### src/rtl/mem_bus_pkg.sv
// Shared definitions for the memory arbiter: FSM state encoding, RAM
// transfer size codes and the grant-selection helper.
package mem_bus_pkg;

    typedef enum logic [1:0] {
        ST_IDLE    = 2'b00,
        ST_BUSY    = 2'b01,
        ST_RELEASE = 2'b10
    } state_t;

    typedef logic [1:0] size_t;

    localparam size_t SIZE_BYTE = 2'b00;
    localparam size_t SIZE_HALF = 2'b01;
    localparam size_t SIZE_WORD = 2'b11;

    // Returns the index of the master to grant. Only meaningful when at least
    // one cs is high. On a tie, fixed priority picks master 0; round-robin
    // picks the master that was not served last.
    function automatic logic pick_winner(input logic cs0, input logic cs1,
                                         input logic rr_en, input logic last);
        logic win;
        win = 1'b0;
        if (cs0 && cs1)
            win = rr_en ? ~last : 1'b0;
        else if (cs1)
            win = 1'b1;
        return win;
    endfunction

endpackage

### src/rtl/mem_arbiter_if.sv
// Request/response bus between a memory master and a memory slave.
// Handshake: the master raises cs with addr/wdata/we/oe/size and keeps all of
// them stable until it sees ready high for one cycle; ready (with err on an
// aborted access) is a single-cycle pulse, and rdata is valid from the ready
// cycle onward for reads. Holding cs after ready starts a new request.
interface mem_arbiter_if;
    import mem_bus_pkg::*;

    logic [31:0] addr;
    logic [31:0] wdata;
    logic        cs;
    logic        we;
    logic        oe;
    size_t       size;
    logic [31:0] rdata;
    logic        ready;
    logic        err;

    modport master (
        output addr, wdata, cs, we, oe, size,
        input  rdata, ready, err
    );

    modport slave (
        input  addr, wdata, cs, we, oe, size,
        output rdata, ready, err
    );

endinterface

### src/rtl/mem_arbiter.sv
// Two-master, single-slave registered arbiter in front of basic_ram.
// Master 0 is the program loader, master 1 the ARMv4 core. Each RAM access
// is latched at grant, held until ram done (ram.ready) or timeout, then a
// one-cycle RELEASE gap deasserts the strobes before the next grant.
module mem_arbiter
    import mem_bus_pkg::*;
#(
    parameter int TIMEOUT = 64,
    parameter int RR      = 0
) (
    input  logic          clk,
    input  logic          rst,
    mem_arbiter_if.slave  m0,
    mem_arbiter_if.slave  m1,
    mem_arbiter_if.master ram,
    output state_t        dbg_state
);

    localparam int             CW      = $clog2(TIMEOUT);
    localparam logic [CW-1:0]  CNT_MAX = CW'(TIMEOUT - 1);
    localparam logic           RR_EN   = (RR != 0);

    state_t          state;
    logic            owner;
    logic            last_served;
    logic [CW-1:0]   cnt;

    logic [31:0]     r_addr;
    logic [31:0]     r_wdata;
    logic            r_cs;
    logic            r_we;
    logic            r_oe;
    size_t           r_size;

    logic [31:0]     m0_rdata_q;
    logic [31:0]     m1_rdata_q;
    logic            m0_ready_q;
    logic            m1_ready_q;
    logic            m0_err_q;
    logic            m1_err_q;

    logic            win;
    logic [31:0]     req_addr;
    logic [31:0]     req_wdata;
    logic            req_we;
    logic            req_oe;
    size_t           req_size;

    // Pick the winner and steer its request fields; feeds registers only.
    always_comb begin
        win       = pick_winner(m0.cs, m1.cs, RR_EN, last_served);
        req_addr  = win ? m1.addr  : m0.addr;
        req_wdata = win ? m1.wdata : m0.wdata;
        req_we    = win ? m1.we    : m0.we;
        req_oe    = win ? m1.oe    : m0.oe;
        req_size  = win ? m1.size  : m0.size;
    end

    // Arbiter FSM: grant in IDLE, hold in BUSY, one strobe-free RELEASE cycle.
    always_ff @(posedge clk or negedge rst) begin
        if (!rst) begin
            state       <= ST_IDLE;
            owner       <= 1'b0;
            last_served <= 1'b0;
            cnt         <= '0;
            r_addr      <= '0;
            r_wdata     <= '0;
            r_cs        <= 1'b0;
            r_we        <= 1'b0;
            r_oe        <= 1'b0;
            r_size      <= '0;
            m0_rdata_q  <= '0;
            m1_rdata_q  <= '0;
            m0_ready_q  <= 1'b0;
            m1_ready_q  <= 1'b0;
            m0_err_q    <= 1'b0;
            m1_err_q    <= 1'b0;
        end else begin
            m0_ready_q <= 1'b0;
            m1_ready_q <= 1'b0;
            m0_err_q   <= 1'b0;
            m1_err_q   <= 1'b0;
            case (state)
                ST_IDLE: begin
                    if (m0.cs || m1.cs) begin
                        owner       <= win;
                        last_served <= win;
                        r_addr      <= req_addr;
                        r_wdata     <= req_wdata;
                        r_we        <= req_we;
                        r_oe        <= req_oe;
                        r_size      <= req_size;
                        r_cs        <= 1'b1;
                        cnt         <= '0;
                        state       <= ST_BUSY;
                    end
                end
                ST_BUSY: begin
                    if (ram.ready) begin
                        // Only reads update the owner's read data.
                        if (r_oe) begin
                            if (owner) m1_rdata_q <= ram.rdata;
                            else       m0_rdata_q <= ram.rdata;
                        end
                        if (owner) m1_ready_q <= 1'b1;
                        else       m0_ready_q <= 1'b1;
                        r_cs  <= 1'b0;
                        r_we  <= 1'b0;
                        r_oe  <= 1'b0;
                        state <= ST_RELEASE;
                    end else if (cnt == CNT_MAX) begin
                        if (owner) begin
                            m1_ready_q <= 1'b1;
                            m1_err_q   <= 1'b1;
                        end else begin
                            m0_ready_q <= 1'b1;
                            m0_err_q   <= 1'b1;
                        end
                        r_cs  <= 1'b0;
                        r_we  <= 1'b0;
                        r_oe  <= 1'b0;
                        state <= ST_RELEASE;
                    end else begin
                        cnt <= cnt + 1'b1;
                    end
                end
                ST_RELEASE: begin
                    state <= ST_IDLE;
                end
                default: begin
                    state <= ST_IDLE;
                end
            endcase
        end
    end

    assign ram.addr  = r_addr;
    assign ram.wdata = r_wdata;
    assign ram.cs    = r_cs;
    assign ram.we    = r_we;
    assign ram.oe    = r_oe;
    assign ram.size  = r_size;

    assign m0.rdata  = m0_rdata_q;
    assign m0.ready  = m0_ready_q;
    assign m0.err    = m0_err_q;
    assign m1.rdata  = m1_rdata_q;
    assign m1.ready  = m1_ready_q;
    assign m1.err    = m1_err_q;

    assign dbg_state = state;

endmodule

### src/flat_wrapper.sv
// flat-port wrapper written by rule: the top's interface ports become plain ports
module mem_arbiter_flat import mem_bus_pkg::*;
#(
    parameter int TIMEOUT = 64,
    parameter int RR      = 0
)
  (clk, rst, dbg_state, m0_addr, m0_wdata, m0_cs, m0_we, m0_oe, m0_size, m0_rdata, m0_ready, m0_err, m1_addr, m1_wdata, m1_cs, m1_we, m1_oe, m1_size, m1_rdata, m1_ready, m1_err, ram_addr, ram_wdata, ram_cs, ram_we, ram_oe, ram_size, ram_rdata, ram_ready, ram_err);
  mem_arbiter_if m0_i ();
  mem_arbiter_if m1_i ();
  mem_arbiter_if ram_i ();
  input  logic clk;
  input  logic rst;
  output state_t dbg_state;
  input wire logic [$bits(m0_i.addr)-1:0] m0_addr;
  input wire logic [$bits(m0_i.wdata)-1:0] m0_wdata;
  input wire logic [$bits(m0_i.cs)-1:0] m0_cs;
  input wire logic [$bits(m0_i.we)-1:0] m0_we;
  input wire logic [$bits(m0_i.oe)-1:0] m0_oe;
  input wire logic [$bits(m0_i.size)-1:0] m0_size;
  output wire logic [$bits(m0_i.rdata)-1:0] m0_rdata;
  output wire logic [$bits(m0_i.ready)-1:0] m0_ready;
  output wire logic [$bits(m0_i.err)-1:0] m0_err;
  input wire logic [$bits(m1_i.addr)-1:0] m1_addr;
  input wire logic [$bits(m1_i.wdata)-1:0] m1_wdata;
  input wire logic [$bits(m1_i.cs)-1:0] m1_cs;
  input wire logic [$bits(m1_i.we)-1:0] m1_we;
  input wire logic [$bits(m1_i.oe)-1:0] m1_oe;
  input wire logic [$bits(m1_i.size)-1:0] m1_size;
  output wire logic [$bits(m1_i.rdata)-1:0] m1_rdata;
  output wire logic [$bits(m1_i.ready)-1:0] m1_ready;
  output wire logic [$bits(m1_i.err)-1:0] m1_err;
  output wire logic [$bits(ram_i.addr)-1:0] ram_addr;
  output wire logic [$bits(ram_i.wdata)-1:0] ram_wdata;
  output wire logic [$bits(ram_i.cs)-1:0] ram_cs;
  output wire logic [$bits(ram_i.we)-1:0] ram_we;
  output wire logic [$bits(ram_i.oe)-1:0] ram_oe;
  output wire logic [$bits(ram_i.size)-1:0] ram_size;
  input wire logic [$bits(ram_i.rdata)-1:0] ram_rdata;
  input wire logic [$bits(ram_i.ready)-1:0] ram_ready;
  input wire logic [$bits(ram_i.err)-1:0] ram_err;
  assign m0_i.addr = m0_addr;
  assign m0_i.wdata = m0_wdata;
  assign m0_i.cs = m0_cs;
  assign m0_i.we = m0_we;
  assign m0_i.oe = m0_oe;
  assign m0_i.size = m0_size;
  assign m0_rdata = m0_i.rdata;
  assign m0_ready = m0_i.ready;
  assign m0_err = m0_i.err;
  assign m1_i.addr = m1_addr;
  assign m1_i.wdata = m1_wdata;
  assign m1_i.cs = m1_cs;
  assign m1_i.we = m1_we;
  assign m1_i.oe = m1_oe;
  assign m1_i.size = m1_size;
  assign m1_rdata = m1_i.rdata;
  assign m1_ready = m1_i.ready;
  assign m1_err = m1_i.err;
  assign ram_addr = ram_i.addr;
  assign ram_wdata = ram_i.wdata;
  assign ram_cs = ram_i.cs;
  assign ram_we = ram_i.we;
  assign ram_oe = ram_i.oe;
  assign ram_size = ram_i.size;
  assign ram_i.rdata = ram_rdata;
  assign ram_i.ready = ram_ready;
  assign ram_i.err = ram_err;
  mem_arbiter #(.TIMEOUT(TIMEOUT), .RR(RR)) u_core (.clk(clk), .rst(rst), .m0(m0_i), .m1(m1_i), .ram(ram_i), .dbg_state(dbg_state));
endmodule
### config.mk
export PLATFORM = sky130hd
export DESIGN_NAME = mem_arbiter_flat
export DESIGN_NICKNAME = d
export VERILOG_FILES = /design/src/rtl/mem_bus_pkg.sv /design/src/rtl/mem_arbiter_if.sv /design/src/rtl/mem_arbiter.sv /design/src/flat_wrapper.sv
export SDC_FILE = /design/constraint.sdc
export NUM_CORES = 1
export LEC_CHECK = 0
export ABC_AREA = 1
export BUFFER_PORTS_ARGS = -buffer_cell sky130_fd_sc_hd__clkbuf_2
export CAP_MARGIN = 20
export CORE_ASPECT_RATIO = 0.6
export CORE_MARGIN = 2
export CORE_UTILIZATION = 49
export DETAILED_ROUTE_END_ITERATION = 10
export PLACE_DENSITY = 0.85
export SLEW_MARGIN = 20
export SYNTH_ARGS = -nofsm -noshare
export SYNTH_HDL_FRONTEND = slang
export SYNTH_SLANG_ARGS = --single-unit
### constraint.sdc
create_clock -name clk -period 2.24 [get_ports clk]
set_input_delay 0.224 -clock clk [delete_from_list [all_inputs] [get_ports clk]]
set_output_delay 0.224 -clock clk [all_outputs]
set_load 0.02 [all_outputs]
==> results.yml <==
outcome:
  status: "complete, no violations"
critical_path:
  r2r_end: "u_core.cnt[4]"
  r2r_start: "u_core.dbg_state[0]"
  cp.arrival_ns: 2.34
  r2r_cells: 6
  crit_fanout: 65
  r2r_setup_slack_ns: 0.23
  critPathCaptureType: "flip-flop"
  worstSetupPathType: "flip-flop to flip-flop"
  worstPathRequired_ns: 2.57
  start_kind: "flip-flop"
detailed_routing:
  dr.pass1.iters: 5
  antenna_left: 0
  vias: 5985
  drc_errors: 0
  drtIter0Drc: 389
  wirelength_um: 17900
  via_per_inst: 5.00
  wl_per_cell_um: 15.0
synthesis:
  ys_seq_area_frac: 0.591
  ys_ff_latch: 146
  synth_edf_count: 0
  synth_xor_area_frac: 0
  synth_mux_area_frac: 0
  syn_area_mm2: 0.00618
  synth-compound-area-share: 0.169
  synthAdderAreaFrac: 0.00203
  avgSynthCellArea_um2: 8.60
  ys_async_sr_fraction: 1.00
  yosysWarnings: 0
  syn_nets: 893
  synth-simple-area-share: 0.159
  synth_cell_types: 22
  postSynthCellCount: 718
  synth_top_family_by_area: "compound AO/OA/AOI/OAI gates"
  synth_ff_type: "dfrtp_1"
placement:
  gp_congestion: 0.851
  placedCellCount: 1163
  place_area_mm2: 0.00791
  hpwlAfterDp_um: 12800
  io_buffer_count: 311
  post-place-ws_ns: 0.186
floorplanning:
  die_area_mm2: 0.0136
  start_util: 0.507
  std_cell_rows: 31
  die_h_um: 91.0
  core_mm2: 0.0122
  die_w_um: 149
  pin_count: 313
timing:
  fin_setup_tns_ns: 0
  max_clock_freq_mhz: 498
  setup_ws_ns: 0.232
  hold_ws_ns: 0.0366
  hold_viol: 0
  setup_viol: 0
  period_needed_ns: 2.01
  worst-slew-pin-transition_ns: 0.715
  finClkSkew_ns: 0.0147
  relSlewSlack: 0.524
  finalMaxSlewViolations: 0
  finalCritPeriodShare: 0.896
  grt_setup_unrepaired: "no"
clock_network:
  cts_sinks: 146
  clk_latency_ns: 0.41
  cts_buffer_depth: 2
  numCtsBuffers: 17
  clk_pin_slew_ns: 0.07
  root_buffer: "clkbuf_16"
  cts_tree: "done"
  cts_htree_levels: 4
global_route:
  grt_pass1_vias: 5770
  grt_pass1_wl_um: 28800
  antenna_found_initial: 0
  grt_usage: 0.270
  grt_max_degree: 69
  grt-ovfl-total: 0
pwr:
  power_leakage_nw: 4.42
  p_per_area_mw_per_mm2: 1520
  ir_worst_vdd_mv: 0.708
  power_mw: 13.0
finish:
  final_area_mm2: 0.00851
  finalNonFillerCells: 1196
  fin_nets: 1193
  drive_gt1_frac: 0.352
  final_util: 0.699
  syn2layout_area_growth_pct: 37.8
  antenna_cells: 0
  nFillCells: 951
worst_hold_path:
  min_to: "u_core.m1.rdata[23]"
  worstHoldPathType: "primary input to flip-flop"
  hp-start: "ram_rdata[23]"
  worstHoldPathCells: 3
flow_run:
  maxCapViolCount: 0
==> state kept, by name (all words and copies together), names as in the netlist <==
register and count:
u_core.cnt 6, u_core.dbg_state 2, u_core.m0.err 1, u_core.m0.rdata 32
u_core.m0.ready 1, u_core.m1.err 1, u_core.m1.rdata 32, u_core.m1.ready 1
u_core.owner 1, u_core.ram.addr 32, u_core.ram.cs 1, u_core.ram.oe 1
u_core.ram.size 2, u_core.ram.wdata 32, u_core.ram.we 1
==> cell families (layout without fill, tap and decap cells) <==
| family | Yosys count | after routing |
|---|---|---|
| compound gates | 207 | 207 |
| fa+ha+maj | 1 | 1 |
| buf+inv | 117 | 430 |
| flops | 146 | 146 |
| simple gates | 247 | 247 |
==> what timing repair did <==
action,in CTS,in global routing
hold buffers,1,0
buffers inserted,0,0
resized for setup,0,0
hold endpoints to repair,42,0
endpoints found under the setup margin,0,0
==> routing by layer <==
metal | part of all wire | track usage
met5 | 0 | 0
met3 | 0.072 | 0.0643
met1 | 0.44 | 0.378
met4 | 0.012 | 0.0738
met2 | 0.47 | 0.425
==> area by class of cell <==
| class | count | area, µm² | share of cell area |
|---|---|---|---|
| repair buffers | 322 | 1720 | 0.202 |
| inverters | 76 | 285 | 0.0335 |
| multi-input cells | 455 | 2050 | 0.241 |
| clock inverters | 15 | 169 | 0.0198 |
| well taps | 165 | 206 | 0.0243 |
| clock buffers | 17 | 425 | 0.0500 |
| flip-flops and latches | 146 | 3650 | 0.429 |
==> synth_stat cells (2+ instances only) <==
| master | count | area, µm² |
|---|---|---|
| inv_2 | 2 | 7.51 |
| clkbuf_2 | 5 | 25.0 |
| nor4_1 | 2 | 12.5 |
| nand2_1 | 151 | 567 |
| o21ai_0 | 66 | 330 |
| inv_1 | 74 | 278 |
| buf_2 | 11 | 55.1 |
| nand3_1 | 12 | 60.1 |
| buf_1 | 2 | 7.51 |
| dfrtp_1 | 146 | 3650 |
| nor3_4 | 2 | 32.5 |
| a21oi_1 | 135 | 676 |
| nor2_1 | 75 | 282 |
| o21ai_1 | 4 | 20.0 |
| buf_4 | 7 | 52.6 |
| clkbuf_1 | 16 | 60.1 |
| nand2_2 | 3 | 18.8 |
==> where the power goes <==
group	switching, mW	internal (mW)	total (mW)	leakage, nW
Clock	1.24	1.59	2.83	0.286
Sequential	0.747	3.91	4.66	1.68
Combinational	3.72	1.75	5.47	2.45
Total	5.70	7.25	13.0	4.42
==> cells in the final DEF (no fill, tap or decap), drive strengths merged <==
cell,instances
clkbuf,327
nand2,154
dfrtp,146
a21oi,135
inv,83
nor2,76
o21ai,71
nand3,12
buf,11
clkinv,5
nor3,3
nor4,2
clkinvlp,2
o21bai,1
ha,1
bufinv,1
dlygate4sd3,1
==> how the worst max path moves through the flow <==
stage                                   start                    to  slack [ns]  cells past startpoint
after floorplan           u_core.dbg_state[1]   u_core.m1.rdata[12]        0.78                      7
after CTS                 u_core.dbg_state[0]   u_core.ram.wdata[4]        0.17                      5
after global routing      u_core.dbg_state[1]         u_core.ram.we        0.06                      7
final                     u_core.dbg_state[0]         u_core.cnt[4]        0.23                      6
after detailed placement  u_core.dbg_state[0]  u_core.ram.wdata[18]        0.19                      5
after global placement    u_core.dbg_state[0]         u_core.cnt[4]        0.19                      6
==> worst max-delay path: stages (launching register included) <==
cell	delay, ns
dfrtp_1	0.41
nor2_1	0.44
o21ai_4	0.25
buf_4	0.39
nand2_1	0.25
nand3_1	0.09
nand2_1	0.06
Note: power is estimated with default switching activity, not from simulation.
